### config.mk
export PLATFORM = sky130hd
export DESIGN_NAME = fetch_queue_flat
export DESIGN_NICKNAME = d
export VERILOG_FILES = /design/src/rtl/fetch_pkg.sv /design/src/rtl/fetch_queue_if.sv /design/src/rtl/hw_fifo.sv /design/src/rtl/fetch_queue.sv /design/src/flat_wrapper.sv
export SDC_FILE = /design/constraint.sdc
export NUM_CORES = 1
export LEC_CHECK = 0
export ABC_AREA = 1
export CAP_MARGIN = 5
export CELL_PAD_IN_SITES_DETAIL_PLACEMENT = 1
export CELL_PAD_IN_SITES_GLOBAL_PLACEMENT = 2
export CORE_MARGIN = 5
export CORE_UTILIZATION = 31
export DETAILED_ROUTE_END_ITERATION = 8
export PLACE_DENSITY = 0.93
export SETUP_SLACK_MARGIN = 0.05
export SLEW_MARGIN = 15
export SYNTH_ARGS = -nofsm -noshare
export SYNTH_HDL_FRONTEND = slang
export SYNTH_SLANG_ARGS = --single-unit
### constraint.sdc
create_clock -name clk -period 3.6 [get_ports clk]
set_clock_uncertainty 0.1 [all_clocks]
set_input_delay 0.72 -clock clk [delete_from_list [all_inputs] [get_ports clk]]
set_output_delay 0.72 -clock clk [all_outputs]
set_load 0.1 [all_outputs]
### src/rtl/fetch_pkg.sv
// fetch_pkg: halfword type, instruction width and sizing helpers shared by
// the fetch queue, its bus interface and the halfword FIFO.
// Optional feature macro used by the design: FETCH_QUEUE_COMPRESSED_EN.
package fetch_pkg;

   typedef logic [15:0] halfword_t;

   localparam int ILEN = 32;

   function automatic logic is_compressed(input halfword_t hw);
      return hw[1:0] != 2'b11;
   endfunction

   // Occupancy counter must represent 0..depth inclusive.
   function automatic int cnt_width(input int depth);
      return $clog2(depth + 1);
   endfunction

   // Depth is a power of two, so pointers wrap naturally.
   function automatic int ptr_width(input int depth);
      return $clog2(depth);
   endfunction

endpackage

### src/rtl/fetch_queue_if.sv
// fetch_queue_if: instruction-port and execution-side signals of the fetch queue.
// master = fetch_queue, slave = memory/execution environment.
interface fetch_queue_if
   import fetch_pkg::*;
#(
   parameter int unsigned XLEN = 32
);
   logic [XLEN-1:0] instr_addr;
   logic            mem_req;
   logic [ILEN-1:0] instr_in;
   logic            je;
   logic [XLEN-1:0] ja;
   logic            stall;
   logic            instr_valid;
   logic [ILEN-1:0] instr_out;
   logic [XLEN-1:0] curr_pc;
   logic [XLEN-1:0] inc_pc;

   modport master (
      output instr_addr, mem_req, instr_valid, instr_out, curr_pc, inc_pc,
      input  instr_in, je, ja, stall
   );

   modport slave (
      input  instr_addr, mem_req, instr_valid, instr_out, curr_pc, inc_pc,
      output instr_in, je, ja, stall
   );
endinterface

### src/rtl/hw_fifo.sv
// hw_fifo: halfword FIFO with 0/1/2-wide push and pop per cycle and a
// single-cycle flush. Full/empty are told apart by the occupancy count.
module hw_fifo
   import fetch_pkg::*;
#(
   parameter int unsigned DEPTH = 8
)(
   input  logic                          clk,
   input  logic                          rst,
   input  logic                          i_flush,
   input  logic [1:0]                    i_push_n,
   input  halfword_t                     i_push_d0,
   input  halfword_t                     i_push_d1,
   input  logic [1:0]                    i_pop_n,
   output halfword_t                     o_head0,
   output halfword_t                     o_head1,
   output logic [cnt_width(DEPTH)-1:0]   o_count
);
   localparam int CNT_W = cnt_width(DEPTH);
   localparam int PTR_W = ptr_width(DEPTH);

   halfword_t        r_mem [DEPTH];
   logic [PTR_W-1:0] r_wr;
   logic [PTR_W-1:0] r_rd;
   logic [CNT_W-1:0] r_count;

   // pointer and occupancy update; flush empties the queue in one cycle
   always_ff @(posedge clk) begin
      if (rst || i_flush) begin
         r_wr    <= '0;
         r_rd    <= '0;
         r_count <= '0;
      end else begin
         r_wr    <= r_wr + PTR_W'(i_push_n);
         r_rd    <= r_rd + PTR_W'(i_pop_n);
         r_count <= r_count + CNT_W'(i_push_n) - CNT_W'(i_pop_n);
      end
   end

   // storage write, low halfword first; contents need no reset
   always_ff @(posedge clk) begin
      if (!(rst || i_flush)) begin
         if (i_push_n != 2'd0) r_mem[r_wr] <= i_push_d0;
         if (i_push_n == 2'd2) r_mem[r_wr + PTR_W'(1)] <= i_push_d1;
      end
   end

   assign o_head0 = r_mem[r_rd];
   assign o_head1 = r_mem[r_rd + PTR_W'(1)];
   assign o_count = r_count;

   // the issue throttle upstream must keep occupancy within 0..DEPTH
   a_no_overflow: assert property (@(posedge clk) disable iff (rst || i_flush)
      ((int'(r_count) + int'(i_push_n) - int'(i_pop_n)) <= int'(DEPTH)) &&
      (int'(i_pop_n) <= int'(r_count)));

endmodule

### src/rtl/fetch_queue.sv
// fetch_queue: word-aligned instruction prefetch into a halfword FIFO, with
// realignment of compressed and straddling instructions and one-cycle redirect.
// FETCH_QUEUE_COMPRESSED_EN: when defined, 16-bit instructions and halfword
// jump targets are supported; otherwise every instruction is one 32-bit word.
module fetch_queue
   import fetch_pkg::*;
#(
   parameter int unsigned    XLEN     = 32,
   parameter int unsigned    DEPTH    = 8,
   parameter logic [XLEN-1:0] RESET_PC = '0
)(
   input  logic          clk,
   input  logic          rst,
   fetch_queue_if.master bus
);
   localparam int CNT_W = cnt_width(DEPTH);

   logic [CNT_W-1:0] w_count;
   halfword_t        w_head0;
   halfword_t        w_head1;
   logic             w_comp;
   logic             w_valid;
   logic             w_mem_req;
   logic [1:0]       w_push_n;
   logic [1:0]       w_pop_n;
   halfword_t        w_push_d0;
   halfword_t        w_push_d1;
   logic [XLEN-1:0]  w_target_pc;
   logic [XLEN-1:0]  w_inc_pc;
   logic             w_unused_ja;

   logic             r_inflight;
   logic [XLEN-1:0]  r_fetch_addr;
   logic [XLEN-1:0]  r_pc;

   assign w_push_d1   = bus.instr_in[31:16];
   assign w_unused_ja = ^bus.ja[1:0];

`ifdef FETCH_QUEUE_COMPRESSED_EN
   logic r_skip_lo;

   // head is only meaningful when the queue holds something
   assign w_comp      = (w_count != '0) && is_compressed(w_head0);
   assign w_push_n    = (r_inflight && !bus.je) ? (r_skip_lo ? 2'd1 : 2'd2) : 2'd0;
   assign w_push_d0   = r_skip_lo ? bus.instr_in[31:16] : bus.instr_in[15:0];
   assign w_target_pc = {bus.ja[XLEN-1:1], 1'b0};

   // a jump into the upper halfword drops the low half of the first word back
   always_ff @(posedge clk) begin
      if (rst)               r_skip_lo <= RESET_PC[1];
      else if (bus.je)       r_skip_lo <= bus.ja[1];
      else if (r_inflight)   r_skip_lo <= 1'b0;
   end
`else
   assign w_comp      = 1'b0;
   assign w_push_n    = (r_inflight && !bus.je) ? 2'd2 : 2'd0;
   assign w_push_d0   = bus.instr_in[15:0];
   assign w_target_pc = {bus.ja[XLEN-1:2], 2'b00};
`endif

   assign w_valid  = (w_comp ? (w_count >= CNT_W'(1)) : (w_count >= CNT_W'(2))) && !bus.je;
   assign w_pop_n  = (w_valid && !bus.stall) ? (w_comp ? 2'd1 : 2'd2) : 2'd0;
   assign w_inc_pc = r_pc + (w_comp ? XLEN'(2) : XLEN'(4));

   // room must remain for the queue, the response in flight and the new one
   assign w_mem_req = !rst && !bus.je &&
                      ((int'(w_count) + (r_inflight ? 2 : 0) + 2) <= int'(DEPTH));

   hw_fifo #(.DEPTH(DEPTH)) u_fifo (
      .clk       (clk),
      .rst       (rst),
      .i_flush   (bus.je),
      .i_push_n  (w_push_n),
      .i_push_d0 (w_push_d0),
      .i_push_d1 (w_push_d1),
      .i_pop_n   (w_pop_n),
      .o_head0   (w_head0),
      .o_head1   (w_head1),
      .o_count   (w_count)
   );

   // a request issued this cycle returns next cycle; a jump squashes it
   always_ff @(posedge clk) begin
      if (rst) r_inflight <= 1'b0;
      else     r_inflight <= w_mem_req;
   end

   // fetch address: redirect to the target word, else advance per issue
   always_ff @(posedge clk) begin
      if (rst)            r_fetch_addr <= {RESET_PC[XLEN-1:2], 2'b00};
      else if (bus.je)    r_fetch_addr <= {bus.ja[XLEN-1:2], 2'b00};
      else if (w_mem_req) r_fetch_addr <= r_fetch_addr + XLEN'(4);
   end

   // program counter of the instruction at the head of the queue
   always_ff @(posedge clk) begin
      if (rst)                   r_pc <= RESET_PC;
      else if (bus.je)           r_pc <= w_target_pc;
      else if (w_pop_n != 2'd0)  r_pc <= w_inc_pc;
   end

   assign bus.instr_addr  = r_fetch_addr;
   assign bus.mem_req     = w_mem_req;
   assign bus.instr_valid = w_valid;
   assign bus.instr_out   = !w_valid ? '0 :
                            (w_comp ? {16'h0000, w_head0} : {w_head1, w_head0});
   assign bus.curr_pc     = r_pc;
   assign bus.inc_pc      = w_inc_pc;

endmodule

### src/flat_wrapper.sv
// flat-port wrapper written by rule: the top's interface ports become plain ports
module fetch_queue_flat import fetch_pkg::*;
#(
   parameter int unsigned    XLEN     = 32,
   parameter int unsigned    DEPTH    = 8,
   parameter logic [XLEN-1:0] RESET_PC = '0
)
  (clk, rst, bus_instr_addr, bus_mem_req, bus_instr_valid, bus_instr_out, bus_curr_pc, bus_inc_pc, bus_instr_in, bus_je, bus_ja, bus_stall);
  fetch_queue_if #(.XLEN(XLEN)) bus_i ();
  input  logic clk;
  input  logic rst;
  output wire logic [$bits(bus_i.instr_addr)-1:0] bus_instr_addr;
  output wire logic [$bits(bus_i.mem_req)-1:0] bus_mem_req;
  output wire logic [$bits(bus_i.instr_valid)-1:0] bus_instr_valid;
  output wire logic [$bits(bus_i.instr_out)-1:0] bus_instr_out;
  output wire logic [$bits(bus_i.curr_pc)-1:0] bus_curr_pc;
  output wire logic [$bits(bus_i.inc_pc)-1:0] bus_inc_pc;
  input wire logic [$bits(bus_i.instr_in)-1:0] bus_instr_in;
  input wire logic [$bits(bus_i.je)-1:0] bus_je;
  input wire logic [$bits(bus_i.ja)-1:0] bus_ja;
  input wire logic [$bits(bus_i.stall)-1:0] bus_stall;
  assign bus_instr_addr = bus_i.instr_addr;
  assign bus_mem_req = bus_i.mem_req;
  assign bus_instr_valid = bus_i.instr_valid;
  assign bus_instr_out = bus_i.instr_out;
  assign bus_curr_pc = bus_i.curr_pc;
  assign bus_inc_pc = bus_i.inc_pc;
  assign bus_i.instr_in = bus_instr_in;
  assign bus_i.je = bus_je;
  assign bus_i.ja = bus_ja;
  assign bus_i.stall = bus_stall;
  fetch_queue #(.XLEN(XLEN), .DEPTH(DEPTH), .RESET_PC(RESET_PC)) u_core (.clk(clk), .rst(rst), .bus(bus_i));
endmodule
### Word level (Yosys, flattened, before mapping)

Memory sizes are Yosys's and may differ from the RTL's. A register that Yosys moved wholly into a read port is not among the register bits.
Index checks and enable logic that the tools add are counted.

* bits in registers: 75
* RAM bits: 128
* bits of input ports: 68
* output and inout bits: 130
* logic and storage cells: 51
* memories kept: 1

Memories
* u_core.u_fifo.r_mem: depth 8, width 16, read ports 2, clocked after Yosys merged registers in 1, wr ports 2, RTL line hw_fifo.sv:22 `halfword_t r_mem [DEPTH];`

* add/sub/neg operators: 10
* order comparisons: 2
* equality and inequality tests: 1
* mux-type cells: 15
* reductions and logical operators: 14

Operators with widths (number)
* two-way mux 32 bit: 5
* adder 32 x 3 -> 32 bit, second input constant: 3
* adder 5 x 32 -> 32 bit: 1
* <= comparator 32 x 5 -> 1 bit, second input constant: 1
* nonzero test 2 bit: 4
* adder 3 x 1 -> 3 bit, second input constant: 2
* adder 3 x 2 -> 3 bit: 2
* two-way mux 1 bit: 6
* two-way mux 2 bit: 3
* logical AND 1 bit: 5
* adder 4 x 2 -> 4 bit: 1
* >= comparator 4 x 2 -> 1 bit, second input constant: 1
* subtractor 4 x 2 -> 4 bit: 1
* logical NOT 1 bit: 3
* two-way mux 3 bit: 1
* equality test 2 bit, second input constant: 1
* OR reduction 2 bit: 1
* logical OR 1 bit: 1

### Logic depth before layout (Yosys ltp)

Gate-level depths: netlist (run 1).

* depth in word-level cells: 7
* depth in mapped cells: 14
* mapped depth without buffers: 14

### Modules after synthesis

From an unflattened synthesis (run 1), not the netlist that was laid out.

* cell total of the unflattened synthesis: 2240
* area total of the unflattened synthesis: 14356.3 um^2

Modules (own cells, without submodules)
* hw_fifo: instances 1, cells each 1412, area an instance 9630.5 um^2, seq. area each 4043.9 um^2
* fetch_queue: instances 1, cells each 828, area an instance 4725.8 um^2, seq. area each 1221.2 um^2

### Least setup slack after synthesis (run 1)

No wires, ideal clock.

* path kind: in2out
* from: input bus_je
* to: output bus_instr_out[10]
* arrival time: 3328 ps
* data required time: 2780 ps
* slack: -548 ps
* cell stages on the path: 5
* path buffers: 2
* cells stage by stage: buf_6 -> a21oi_4 -> inv_1 -> clkbuf_1 -> a21oi_1

* word-level cells in the longest chain between the ends: 3

RTL lines
* from (decl): RTL line flat_wrapper.sv:19 `input wire logic [$bits(bus_i.je)-1:0] bus_je;`
* logical NOT 1 bit: RTL line fetch_queue.sv:61 `assign w_valid = (w_comp ? (w_count >= CNT_W'(1)) : (w_count >= CNT_W'(2))) && !bus.je;`
* logical AND 1 bit: RTL line fetch_queue.sv:61
* via bus_instr_valid: RTL line flat_wrapper.sv:14 `output wire logic [$bits(bus_i.instr_valid)-1:0] bus_instr_valid;`
* two-way mux 32 bit: RTL line fetch_queue.sv:105 `assign bus.instr_out = !w_valid ? '0 :`
* to (decl): RTL line flat_wrapper.sv:15 `output wire logic [$bits(bus_i.instr_out)-1:0] bus_instr_out;`

The timed path passes the listed nets, and every way through them passes these cells.

### Final worst setup path (run 1)

* from: register u_core.u_fifo.r_count[2] (netlist: u_core.u_fifo.o_count[2])
* to: output bus_instr_out[0]

* word-level cells in the longest chain between the ends: 3

RTL lines
* from (decl): RTL line hw_fifo.sv:25 `logic [CNT_W-1:0] r_count;`
* from (signal assigned): RTL line hw_fifo.sv:36 `r_count <= r_count + CNT_W'(i_push_n) - CNT_W'(i_pop_n);`
* >= comparator 4 x 2 -> 1 bit: RTL line fetch_queue.sv:61
* logical AND 1 bit: RTL line fetch_queue.sv:61
* two-way mux 32 bit: RTL line fetch_queue.sv:105

Every way passes these cells.

==> metrics.cfg, run 1 <==
[run_status]
status=finished, final reports clean

[synthesis]
synth_top_family_by_area=simple AND/OR/NAND/NOR gates
synth-seq-cells=196
synth_warnings=0
synthArstFlopShare_pct=0
netlist_area_um2=10550
synth_compound_area_share_pct=15.40
yosysSeqAreaShare_pct=49.35
synth-simple-area-share_pct=24.83
synth_cells=1302
synth_mux_area_share_pct=0
synth-xor-area-share_pct=1.851
synth_cell_types=41
avgSynthCellArea_um2=8.100
yosys_most_used_dff=edfxtp_1
synthAdderAreaFrac_pct=1.447
synth_edf_count=128

[global_route]
grt-ovfl-total=0
antenna_found_initial=1
track_usage_pct=19.49
grt_pass1_wl_um=58150
grt_pass1_vias=10050
grt_max_degree=66

[worst_setup_path]
critPathBufInv=4
path_delay_family=buffers and inverters
r2r_cells=14
required_ps=2780
arrival_ps=2550
cp_common_cell=inv_1
max_stage_delay_ps=390
critPathMaxFanout=20
critPathSlowestCell=inv_1
start_kind=register
crit_cells=7
critical_path_class=reg2out
crit_path_end_kind=output pin
path_cells=inv_1 -> ha_1 -> a21oi_4 -> inv_1 -> buf_4 -> a21oi_1 -> buf_12

[detailed_routing]
routed_wl_um=37520
drc_errors=0
drtPass1Iterations=5
viasPerCell=4.974
drt_iter0_markers=509
vias=9624
ant_nets=0
wl_per_cell_um=19.39

[clock_network]
clk_latency_ps=450
cts-root-buf=clkbuf_16
path_clk_slew_ps=80
clock_path_buffers=2
h-tree-depth=4
numCtsBuffers=17
tritoncts=done
clock-sinks=196

[sta]
hold_violations=0
period_share_pct=93.54
slew_headroom_pct=39.98
drv_slew=0
final-setup-viol-count=0
finalCriticalPeriod_ps=3367
worst_pin_slew_ps=899.4
holdWs_ps=459.4
max_freq_mhz=297.0
rsz0062_at_grt=false

[floorplanning]
die_area_um2=37810
core_area_um2=33530
dieWidth_um=194.4
io-pin-count=198
start_util_pct=31.45
rows=67
chipHeight_um=194.4

[layout]
postLayoutCellArea_um2=13820
nNetsFinal=1553
antenna_cells=0
drive_gt1_share_pct=17.75
fill_cells=3993
areaGrowthSynthToFinish_pct=31.01
final_cell_mix=nand2_1 (283), nor2_1 (225), o21ai_0 (152)
final_common_cell=nand2_1

[power_and_ir_drop]
total_power_uw=6420
p_per_area_nw_per_um2=464.6
ir_drop_mv=0.3040
power_leakage_uw=0.005411

[flow_run]
max-cap-violations=0

[min_path]
holdPathStages=2
hp-class=reg2reg

[placed_design]
dp_hpwl_um=27250
dpl_cell_area_um2=13190
gp_congestion=0.8717
portBuffers=189

-- where the power goes --
part           switching, uW  leakage, uW  internal [uW]  total, uW
Sequential               106      0.00172           2460       2570
Clock                   1040     0.000300            952       2000
Combinational           1380      0.00340            473       1860
-- flip-flops by register name, summed over array words and instances (netlist names) --
signal	flops
u_core.u_fifo.o_count	3
u_core.u_fifo.r_wr	2
u_core.u_fifo.r_mem	128
u_core.r_inflight	1
u_core.bus.curr_pc	30
u_core.bus.instr_addr	30
u_core.u_fifo.r_rd	2
-- cell usage after synthesis, types with 8 or more instances --
cell,instances,share of area (%)
edfxtp_1,128,36
a31oi_1,13,0.77
o21ai_2,26,2.2
nand3b_1,15,1.1
xor2_1,9,0.75
clkbuf_1,33,1.2
buf_6,8,0.85
nor2_1,225,8.0
ha_1,9,1.1
o21ai_0,152,7.2
buf_2,12,0.57
nand3_1,51,2.4
nor2_4,12,1.3
nand2_1,283,10
inv_1,95,3.4
buf_4,9,0.64
a21oi_1,90,4.3
o21ai_1,10,0.47
dfxtp_1,68,13
-- repair_timing --
item / in CTS / in global routing
hold buffers: 0 / 0
endpoints found under the setup margin: 0 / 5
resized for setup: 0 / 1
buffers inserted: 0 / 0
-- logic make-up (layout without fill, tap and decap cells) --
logic type               Yosys count  count (layout)
buffers and inverters            169             349
AO/OA/AOI/OAI                    296             296
flip-flops                       196             196
AND/OR/NAND/NOR                  611             611
other                              1               6
adder cells (fa/ha/maj)           11              11
XOR/XNOR                          18              18
-- area by class of cell --
| class | count | area (um2) | area share, % |
|---|---|---|---|
| Multi-Input combinational cell | 942 | 4733 | 34.26 |
| Inverter | 102 | 386.6 | 2.798 |
| Sequential cell | 196 | 5206 | 37.68 |
| Tap cell | 448 | 560.5 | 4.057 |
| Timing Repair Buffer | 215 | 2310 | 16.72 |
| Clock buffer | 17 | 425.4 | 3.079 |
| Clock inverter | 15 | 195.2 | 1.413 |
-- through the flow --
stage | setup slack, ps | setup TNS [ps] | cells | util [%]
CTS | 168.2 | 0 | 1935 | 41.19
global placement | 529.0 | 0 | 1903 | 39.34
global route | 88.68 | 0 | 1935 | 41.21
detailed placement | 519.8 | 0 | 1903 | 39.34
finish | 232.6 | 0 | 1935 | 41.21
floorplan | -547.6 | -17150 | 1307 | -
-- final timing paths --
check                                             start                                     end  slack (ps)
setup / recovery    u_core.u_fifo.o_count[2]$_SDFF_PP0_                        bus_instr_out[0]         230
hold / removal    u_core.bus.instr_addr[4]$_SDFFE_PP0P_   u_core.bus.instr_addr[4]$_SDFFE_PP0P_         460
setup reg to reg    u_core.u_fifo.o_count[1]$_SDFF_PP0_  u_core.bus.instr_addr[27]$_SDFFE_PP0P_         920
hold reg to reg   u_core.bus.instr_addr[4]$_SDFFE_PP0P_   u_core.bus.instr_addr[4]$_SDFFE_PP0P_         460
-- layer usage --
layer  part of all wire [%]  global-route usage (%)  wire length (um)  up-vias
li1                       -                       -                 -     4632
met1                     41                   23.25             15260     4705
met2                     50                   34.31             18880      250
met3                    7.2                   6.163              2704       35
met4                    1.8                   4.609               661        2
met5                  0.053                       0                20        -
-- tightest hold or removal path, stage by stage (launching register included) --
cell,delay (ps)
dfxtp_1,370
nand2_1,90
a21oi_1,50
No activity file was read; power rests on OpenSTA's default activity.
==> run 2, diff against run 1 <==
--- a/config.mk
+++ b/config.mk
@@ -10,9 +10,10 @@
 export CELL_PAD_IN_SITES_DETAIL_PLACEMENT = 1
 export CELL_PAD_IN_SITES_GLOBAL_PLACEMENT = 2
 export CORE_MARGIN = 5
-export CORE_UTILIZATION = 31
+export CORE_UTILIZATION = 37
 export DETAILED_ROUTE_END_ITERATION = 8
-export PLACE_DENSITY = 0.93
+export DONT_BUFFER_PORTS = 1
+export PLACE_DENSITY = 0.91
 export SETUP_SLACK_MARGIN = 0.05
 export SLEW_MARGIN = 15
 export SYNTH_ARGS = -nofsm -noshare
==> constraint.sdc (replaced) <==
create_clock -name clk -period 3.5 [get_ports clk]
set_clock_uncertainty 0.1 [all_clocks]
set_input_delay 0.7 -clock clk [delete_from_list [all_inputs] [get_ports clk]]
set_output_delay 0.7 -clock clk [all_outputs]
set_load 0.1 [all_outputs]
==> run 2 against run 1 <==
Effect of this change:
- register-to-register slack lost 110 ps
- global-route usage grew 2.9 points
- hold slack lost 240 ps
- sequential power is essentially flat
- flip-flop and latch count is the same
- clock-buffer cell count is the same
- clock power grew 3%
- final cell count shrank 7.9%
- wire length shrank 3.8%
- non-clock buffer count shrank 82
- via count shrank 3.1%
- total power grew 1.1%
- critical path type unchanged
- highest routed layer is now met4
==> metrics.cfg, run 2 (synthesized netlist as in run 1, its figures left out) <==
[min_path]
holdPathStages=1  ; was 2
hp-class=in2reg  ; was reg2reg

[layout]
seqCellArea_um2=5209  ; was 5206 um2
multi_input_area_um2=4865  ; was 4733 um2
regMostFlops=u_core.u_fifo.r_mem  ; unchanged
nNetsFinal=1471  ; was 1553
final_cell_mix=nand2_1 (283), nor2_1 (225), o21ai_0 (152)  ; unchanged
drive_gt1_share_pct=20.00  ; was 17.75%
fill_cells=3323  ; was 3993
postLayoutCellArea_um2=13100  ; was 13820 um2
antenna_cells=0  ; unchanged
final_common_cell=nand2_1  ; unchanged
largest_reg_flops=128  ; unchanged
areaGrowthSynthToFinish_pct=24.20  ; was 31.01%

[global_route]
track_usage_pct=22.40  ; was 19.49%
use_met1_pct=25.32  ; was 23.25%
grt_pass1_vias=9850  ; was 10050
grt_pass1_wl_um=55320  ; was 58150 um
grt_use_met3_pct=7.634  ; was 6.163%
grt_max_degree=66  ; unchanged
use_met2_pct=40.21  ; was 34.31%
antenna_found_initial=0  ; was 1
grt-ovfl-total=0  ; unchanged
grt_busiest_layer=met2  ; unchanged

[worst_setup_path]
critPathMaxFanout=10  ; was 20
ff2ff_setup_slack_ps=810  ; was 920 ps
required_ps=2700  ; was 2780 ps
crit_path_end_kind=output pin  ; unchanged
r2r_end=u_core.bus.instr_addr[29]$_SDFFE_PP0P_  ; was u_core.bus.instr_addr[27]$_SDFFE_PP0P_
r2r_cells=13  ; was 14
arrival_ps=2480  ; was 2550 ps
start_kind=register  ; unchanged
critPathLaunch=u_core.u_fifo.o_count[1]$_SDFF_PP0_  ; was u_core.u_fifo.o_count[2]$_SDFF_PP0_
crit_path_end=bus_mem_req  ; was bus_instr_out[0]
critical_path_class=reg2out  ; unchanged
reg2reg_from=u_core.u_fifo.o_count[1]$_SDFF_PP0_  ; unchanged

[detailed_routing]
drtPass1Iterations=5  ; unchanged
ant_nets=0  ; unchanged
vias=9321  ; was 9624
routed_wl_um=36090  ; was 37520 um
drc_errors=0  ; unchanged
drt_iter0_markers=518  ; was 509
viasPerCell=5.228  ; was 4.974
wl_per_cell_um=20.24  ; was 19.39 um

[sta]
hold_violations=0  ; unchanged
finalCriticalPeriod_ps=3279
slew_headroom_pct=28.44  ; was 39.98%
rsz0062_at_grt=false  ; unchanged
period_share_pct=93.67
max_freq_mhz=305.0
final-setup-viol-count=0  ; unchanged
worst_pin_slew_ps=1072  ; was 899.4 ps
drv_slew=0  ; unchanged
holdWs_ps=220.2  ; was 459.4 ps

[power_and_ir_drop]
total_power_uw=6489  ; was 6420 uW
power_leakage_uw=0.005068  ; was 0.005411 uW
p_per_area_nw_per_um2=495.4  ; was 464.6 nW/um2
ir_drop_mv=0.2445  ; was 0.3040 mV

[clock_network]
cts_setup_buffers=0  ; unchanged
numCtsBuffers=17  ; unchanged
tritoncts=done  ; unchanged
clock-sinks=196  ; unchanged
clock_path_buffers=2  ; unchanged
cts-root-buf=clkbuf_16  ; unchanged
path_clk_slew_ps=100  ; was 80 ps
clk_latency_ps=440  ; was 450 ps
h-tree-depth=4  ; unchanged

[placed_design]
dp_hpwl_um=26250  ; was 27250 um
dpl_cell_area_um2=12480  ; was 13190 um2
gp_congestion=0.8553  ; was 0.8717
portBuffers=0  ; was 189

[floorplanning]
chipHeight_um=178.8  ; was 194.4 um
dieWidth_um=178.8  ; was 194.4 um
start_util_pct=37.75  ; was 31.45%
io-pin-count=198  ; unchanged
core_area_um2=27930  ; was 33530 um2
die_area_um2=31980  ; was 37810 um2
rows=61  ; was 67

[flow_run]
max-cap-violations=0  ; unchanged

[run_status]
status=finished, final reports clean  ; unchanged

==> run 2: changes by cell type in the layout (fill, tap and decap cells not counted), moves of 3 or more <==
cell	before	now
clkdlybuf4s50_1	64	0
buf_4	107	89
clkinv_8	8	5
a21oi_1	90	58
a21oi_2	0	32
==> run 2: timing repair <==
action	CTS	global route
hold buffers	0	0
setup endpoints to repair	0	1
gates resized for setup	0	1
==> run 2: per-layer routing <==
layer | wire length [um] | share of wire, %
met3 | 2829 | 7.8
met4 | 706 | 2.0
met2 | 18120 | 50
met5 | 0 | 0
met1 | 14430 | 40
==> run 2: where the power goes <==
| group | internal [uW] | total (uW) | switching (uW) |
|---|---|---|---|
| logic | 414 | 1830 | 1420 |
| registers | 2530 | 2590 | 61.2 |
| clock network | 989 | 2060 | 1070 |
==> run 2: final cells by class <==
cell class	count	share of cell area, %
Sequential cell	196	39.77
Multi-Input combinational cell	942	37.14
Timing Repair Buffer	133	11.83
Tap cell	378	3.611
Clock buffer	17	3.248
Inverter	102	2.952
Clock inverter	15	1.461
==> run 2: how the worst min path moves through the flow <==
stage,start,end,slack [ps]
final,rst,u_core.bus.instr_addr[21]$_SDFFE_PP0P_,220
after global routing,rst,u_core.bus.instr_addr[21]$_SDFFE_PP0P_,200
after CTS,rst,u_core.bus.instr_addr[21]$_SDFFE_PP0P_,200
after detailed placement,u_core.bus.instr_addr[4]$_SDFFE_PP0P_,u_core.bus.instr_addr[4]$_SDFFE_PP0P_,380
after global placement,u_core.bus.instr_addr[4]$_SDFFE_PP0P_,u_core.bus.instr_addr[4]$_SDFFE_PP0P_,380
after floorplan,u_core.u_fifo.r_wr[2]$_SDFF_PP0_,u_core.u_fifo.r_wr[2]$_SDFF_PP0_,450
==> run 2: worst max-delay path: stages (launching register included) <==
cell and delay, ps:
dfxtp_1 320, inv_1 100, ha_1 210, inv_1 50, ha_1 160, inv_1 50
ha_1 270, nand3_1 80, nand2_1 140, nand2_4 210, clkinvlp_4 220, buf_12 220
==> run 2: per-stage QoR <==
stage / instances / utilization, % / TNS, ps / worst slack (ps)
floorplan: 1307 / - / -19030 / -607.6
global placement: 1751 / 44.67 / 0 / 704.5
detailed placement: 1751 / 44.67 / 0 / 655.8
CTS: 1783 / 46.88 / 0 / 178.2
global route: 1783 / 46.89 / 0 / 66.67
finish: 1783 / 46.89 / 0 / 221.4
==> run 3, diff against run 2 <==
--- a/config.mk
+++ b/config.mk
@@ -5,15 +5,15 @@
 export SDC_FILE = /design/constraint.sdc
 export NUM_CORES = 1
 export LEC_CHECK = 0
-export ABC_AREA = 1
 export CAP_MARGIN = 5
 export CELL_PAD_IN_SITES_DETAIL_PLACEMENT = 1
 export CELL_PAD_IN_SITES_GLOBAL_PLACEMENT = 2
 export CORE_MARGIN = 5
-export CORE_UTILIZATION = 37
+export CORE_UTILIZATION = 40
 export DETAILED_ROUTE_END_ITERATION = 8
 export DONT_BUFFER_PORTS = 1
-export PLACE_DENSITY = 0.91
+export PLACE_DENSITY = 0.88
+export RECOVER_POWER = 100
 export SETUP_SLACK_MARGIN = 0.05
 export SLEW_MARGIN = 15
 export SYNTH_ARGS = -nofsm -noshare
==> run 3 against run 2 <==
Effect of this change:
- the run now ends with max-capacitance violations, max-slew violations left
- non-clock buffer count is 8 higher
- flip-flop and latch count stayed put
- setup slack worse by 100 ps
- final cell count is 30% lower
- clock power is 7% higher
==> metrics.cfg, run 3 <==
[run_status]
status=complete, but fails checks  ; was finished, final reports clean
violations=max-capacitance violations, max-slew violations

[worst_setup_path]
critPathMaxFanout=7  ; was 10
required_ps=2700  ; about the same
critical_path_class=reg2out  ; unchanged
reg2reg_from=u_core.bus.instr_addr[4]$_SDFFE_PP0P_  ; was u_core.u_fifo.o_count[1]$_SDFF_PP0_
start_kind=register  ; unchanged
critPathLaunch=u_core.bus.curr_pc[7]$_SDFFE_PP0P_  ; was u_core.u_fifo.o_count[1]$_SDFF_PP0_
crit_path_end_kind=output pin  ; unchanged
arrival_ps=2580  ; was 2480 ps

[flow_run]
max-cap-violations=3  ; was 0

[sta]
tns_ps=0  ; unchanged
final-setup-viol-count=0  ; unchanged
max_freq_mhz=295.7  ; was 305.0 MHz
worst_slack_ps=118.8  ; was 221.4 ps
finalCriticalPeriod_ps=3381  ; was 3279 ps
rsz0062_at_grt=false  ; unchanged
drv_slew=13  ; was 0
worst_pin_slew_ps=1635  ; was 1072 ps
slew_headroom_pct=-8.969  ; was 28.44%
period_share_pct=96.61  ; was 93.67%
hold_violations=0  ; unchanged

[clock_network]
tritoncts=done  ; unchanged
path_clk_slew_ps=80  ; was 100 ps
cts_setup_buffers=0  ; unchanged
postCtsHoldBufs=0  ; unchanged
cts-root-buf=clkbuf_16  ; unchanged
h-tree-depth=4  ; unchanged
clock-sinks=196  ; unchanged
clock_path_buffers=2  ; unchanged
numCtsBuffers=17  ; unchanged
clk_latency_ps=440  ; about the same

[synthesis]
synthTopCellsByCount=edfxtp_1 (128), dfxtp_1 (68), mux2_2 (64)  ; was nand2_1 (283), nor2_1 (225), o21ai_0 (152)
avgSynthCellArea_um2=12.31  ; was 8.100 um2
yosys_most_used_dff=edfxtp_1  ; unchanged
synth_cell_types=50  ; was 41
synth_area_leaders=edfxtp_1 (38%), dfxtp_1 (14%), mux2_2 (7.2%)  ; was edfxtp_1 (36%), dfxtp_1 (13%), nand2_1 (10%)
netlist_area_um2=9986  ; was 10550 um2
yosysMostFrequentCell=edfxtp_1  ; was nand2_1
synth_top_cell_by_area=edfxtp_1  ; unchanged
synth_warnings=0  ; unchanged
yosysTopAreaCellShare_pct=38.49  ; was 36.45%
synth-seq-cells=196  ; unchanged
synthArstFlopShare_pct=0  ; unchanged
synth_edf_count=128  ; unchanged
yosysSeqAreaShare_pct=52.12  ; was 49.35%
synth_cells=811  ; was 1302

[global_route]
antenna_found_initial=1  ; was 0
grt_pass1_vias=7378  ; was 9850
grt-ovfl-total=0  ; unchanged
track_usage_pct=20.35  ; was 22.40%
grt_pass1_wl_um=44660  ; was 55320 um
grt_max_degree=49  ; was 66

[layout]
final_common_cell=edfxtp_1  ; was nand2_1
seqCellArea_um2=5235  ; was 5209 um2
largest_reg_flops=128  ; unchanged
nNetsFinal=996  ; was 1471
fill_cells=2556  ; was 3323
fin_util_pct=49.16  ; was 46.89%
regMostFlops=u_core.u_fifo.r_mem  ; unchanged
drive_gt1_share_pct=30.54  ; was 20.00%
areaGrowthSynthToFinish_pct=20.44  ; was 24.20%
multi_input_area_um2=4604  ; was 4865 um2
final_cell_mix=edfxtp_1 (128), mux2_2 (62), clkbuf_1 (46)  ; was nand2_1 (283), nor2_1 (225), o21ai_0 (152)

[detailed_routing]
wl_per_cell_um=23.16  ; was 20.24 um
drtPass1Iterations=4  ; was 5
drc_errors=0  ; unchanged
viasPerCell=5.541  ; was 5.228
vias=6954  ; was 9321
ant_nets=0  ; unchanged
drt_iter0_markers=379  ; was 518
routed_wl_um=29060  ; was 36090 um

[min_path]
hold_path.startpoint=rst  ; unchanged
hp-class=in2reg  ; unchanged

[floorplanning]
die_area_um2=28220  ; was 31980 um2
start_util_pct=40.82  ; was 37.75%
rows=57  ; was 61
chipHeight_um=168  ; was 178.8 um
io-pin-count=198  ; unchanged
dieWidth_um=168  ; was 178.8 um
core_area_um2=24460  ; was 27930 um2

[power_and_ir_drop]
power_leakage_uw=0.004298  ; was 0.005068 uW
total_power_uw=6247  ; was 6489 uW
p_per_area_nw_per_um2=519.4  ; was 495.4 nW/um2
ir_drop_mv=0.3466  ; was 0.2445 mV

[placed_design]
dp_hpwl_um=20800  ; was 26250 um
gp_congestion=0.8323  ; was 0.8553
portBuffers=0  ; unchanged
post-place-ws_ps=498.7  ; was 655.8 ps

==> run 3: cell types whose count changed after synthesis, moves of 44 or more <==
cell,delta
nor2_1,-196
xnor2_1,+55
a21oi_1,-56
o21ai_0,-150
a21boi_0,+44
nand2_1,-244
inv_1,-54
mux2_2,+64
==> run 3: repair_timing <==
| action | 4_1_cts | 5_1_grt |
|---|---|---|
| pin swaps | 0 | 0 |
| setup endpoints to repair | 2 | 4 |
| gates resized for setup | 2 | 2 |
==> run 3: report_power, final <==
group | leakage, uW | total [uW] | internal, uW | switching, uW
Combinational | 0.00225 | 1460 | 304 | 1150
Sequential | 0.00172 | 2580 | 2530 | 49.5
Clock | 0.000325 | 2210 | 1050 | 1160
Total | 0.00430 | 6250 | 3880 | 2360
==> run 3: cell type report <==
class / instances / share of cell area (%)
flip-flops and latches: 196 / 43.53
clock inverters: 15 / 2.029
inverters: 41 / 1.280
well taps: 324 / 3.371
clock buffers: 17 / 3.537
multi-input cells: 520 / 38.29
repair buffers: 141 / 7.948
diodes: 1 / 0.02081
==> run 3: metrics by stage <==
| stage | cell area, um2 | hold WS, ps | instances |
|---|---|---|---|
| after floorplan | 10350 | 442.4 | 816 |
| after global placement | 11690 | 473.8 | 1222 |
| after detailed placement | 11690 | 469.8 | 1222 |
| after CTS | 12370 | 213.1 | 1254 |
| after global routing | 12030 | 200.3 | 1255 |
| final | 12030 | 231.6 | 1255 |
==> run 3: layer usage <==
metal,track usage (%),up-vias,share of wire (%)
met2,35.52,189,51
met5,0,-,0
met3,5.721,25,6.3
met4,5.293,0,1.5
met1,24.89,3541,41
li1,-,3199,-
==> run 3: worst paths after layout <==
path / to / slack (ps) / cells past startpoint
worst min-delay path: u_core.bus.instr_addr[2]$_SDFFE_PP0P_ / 230 / 1
worst min register to register: u_core.bus.curr_pc[9]$_SDFFE_PP0P_ / 480 / 2
worst max register to register: u_core.bus.instr_addr[29]$_SDFFE_PP0P_ / 270 / 6
worst max-delay path: bus_inc_pc[21] / 120 / 7
==> run 3: cell families after synthesis <==
family | share of synthesized area (%)
buffers and inverters | 5.250
AOI/OAI and AO/OA | 6.553
muxes | 14.53
DFF | 52.12
other | 0.03755
xor gates and xnor gates | 7.368
and+or+nand+nor | 12.61
adders and majority gates | 1.529
==> run 3: worst max-delay path, stage by stage, from the launching register on <==
cell and delay [ps]:
dfxtp_2 340, buf_4 320, and4_2 380, and4_1 290, nand3_1 170, nor2_2 250
xor2_4 180, buf_12 200
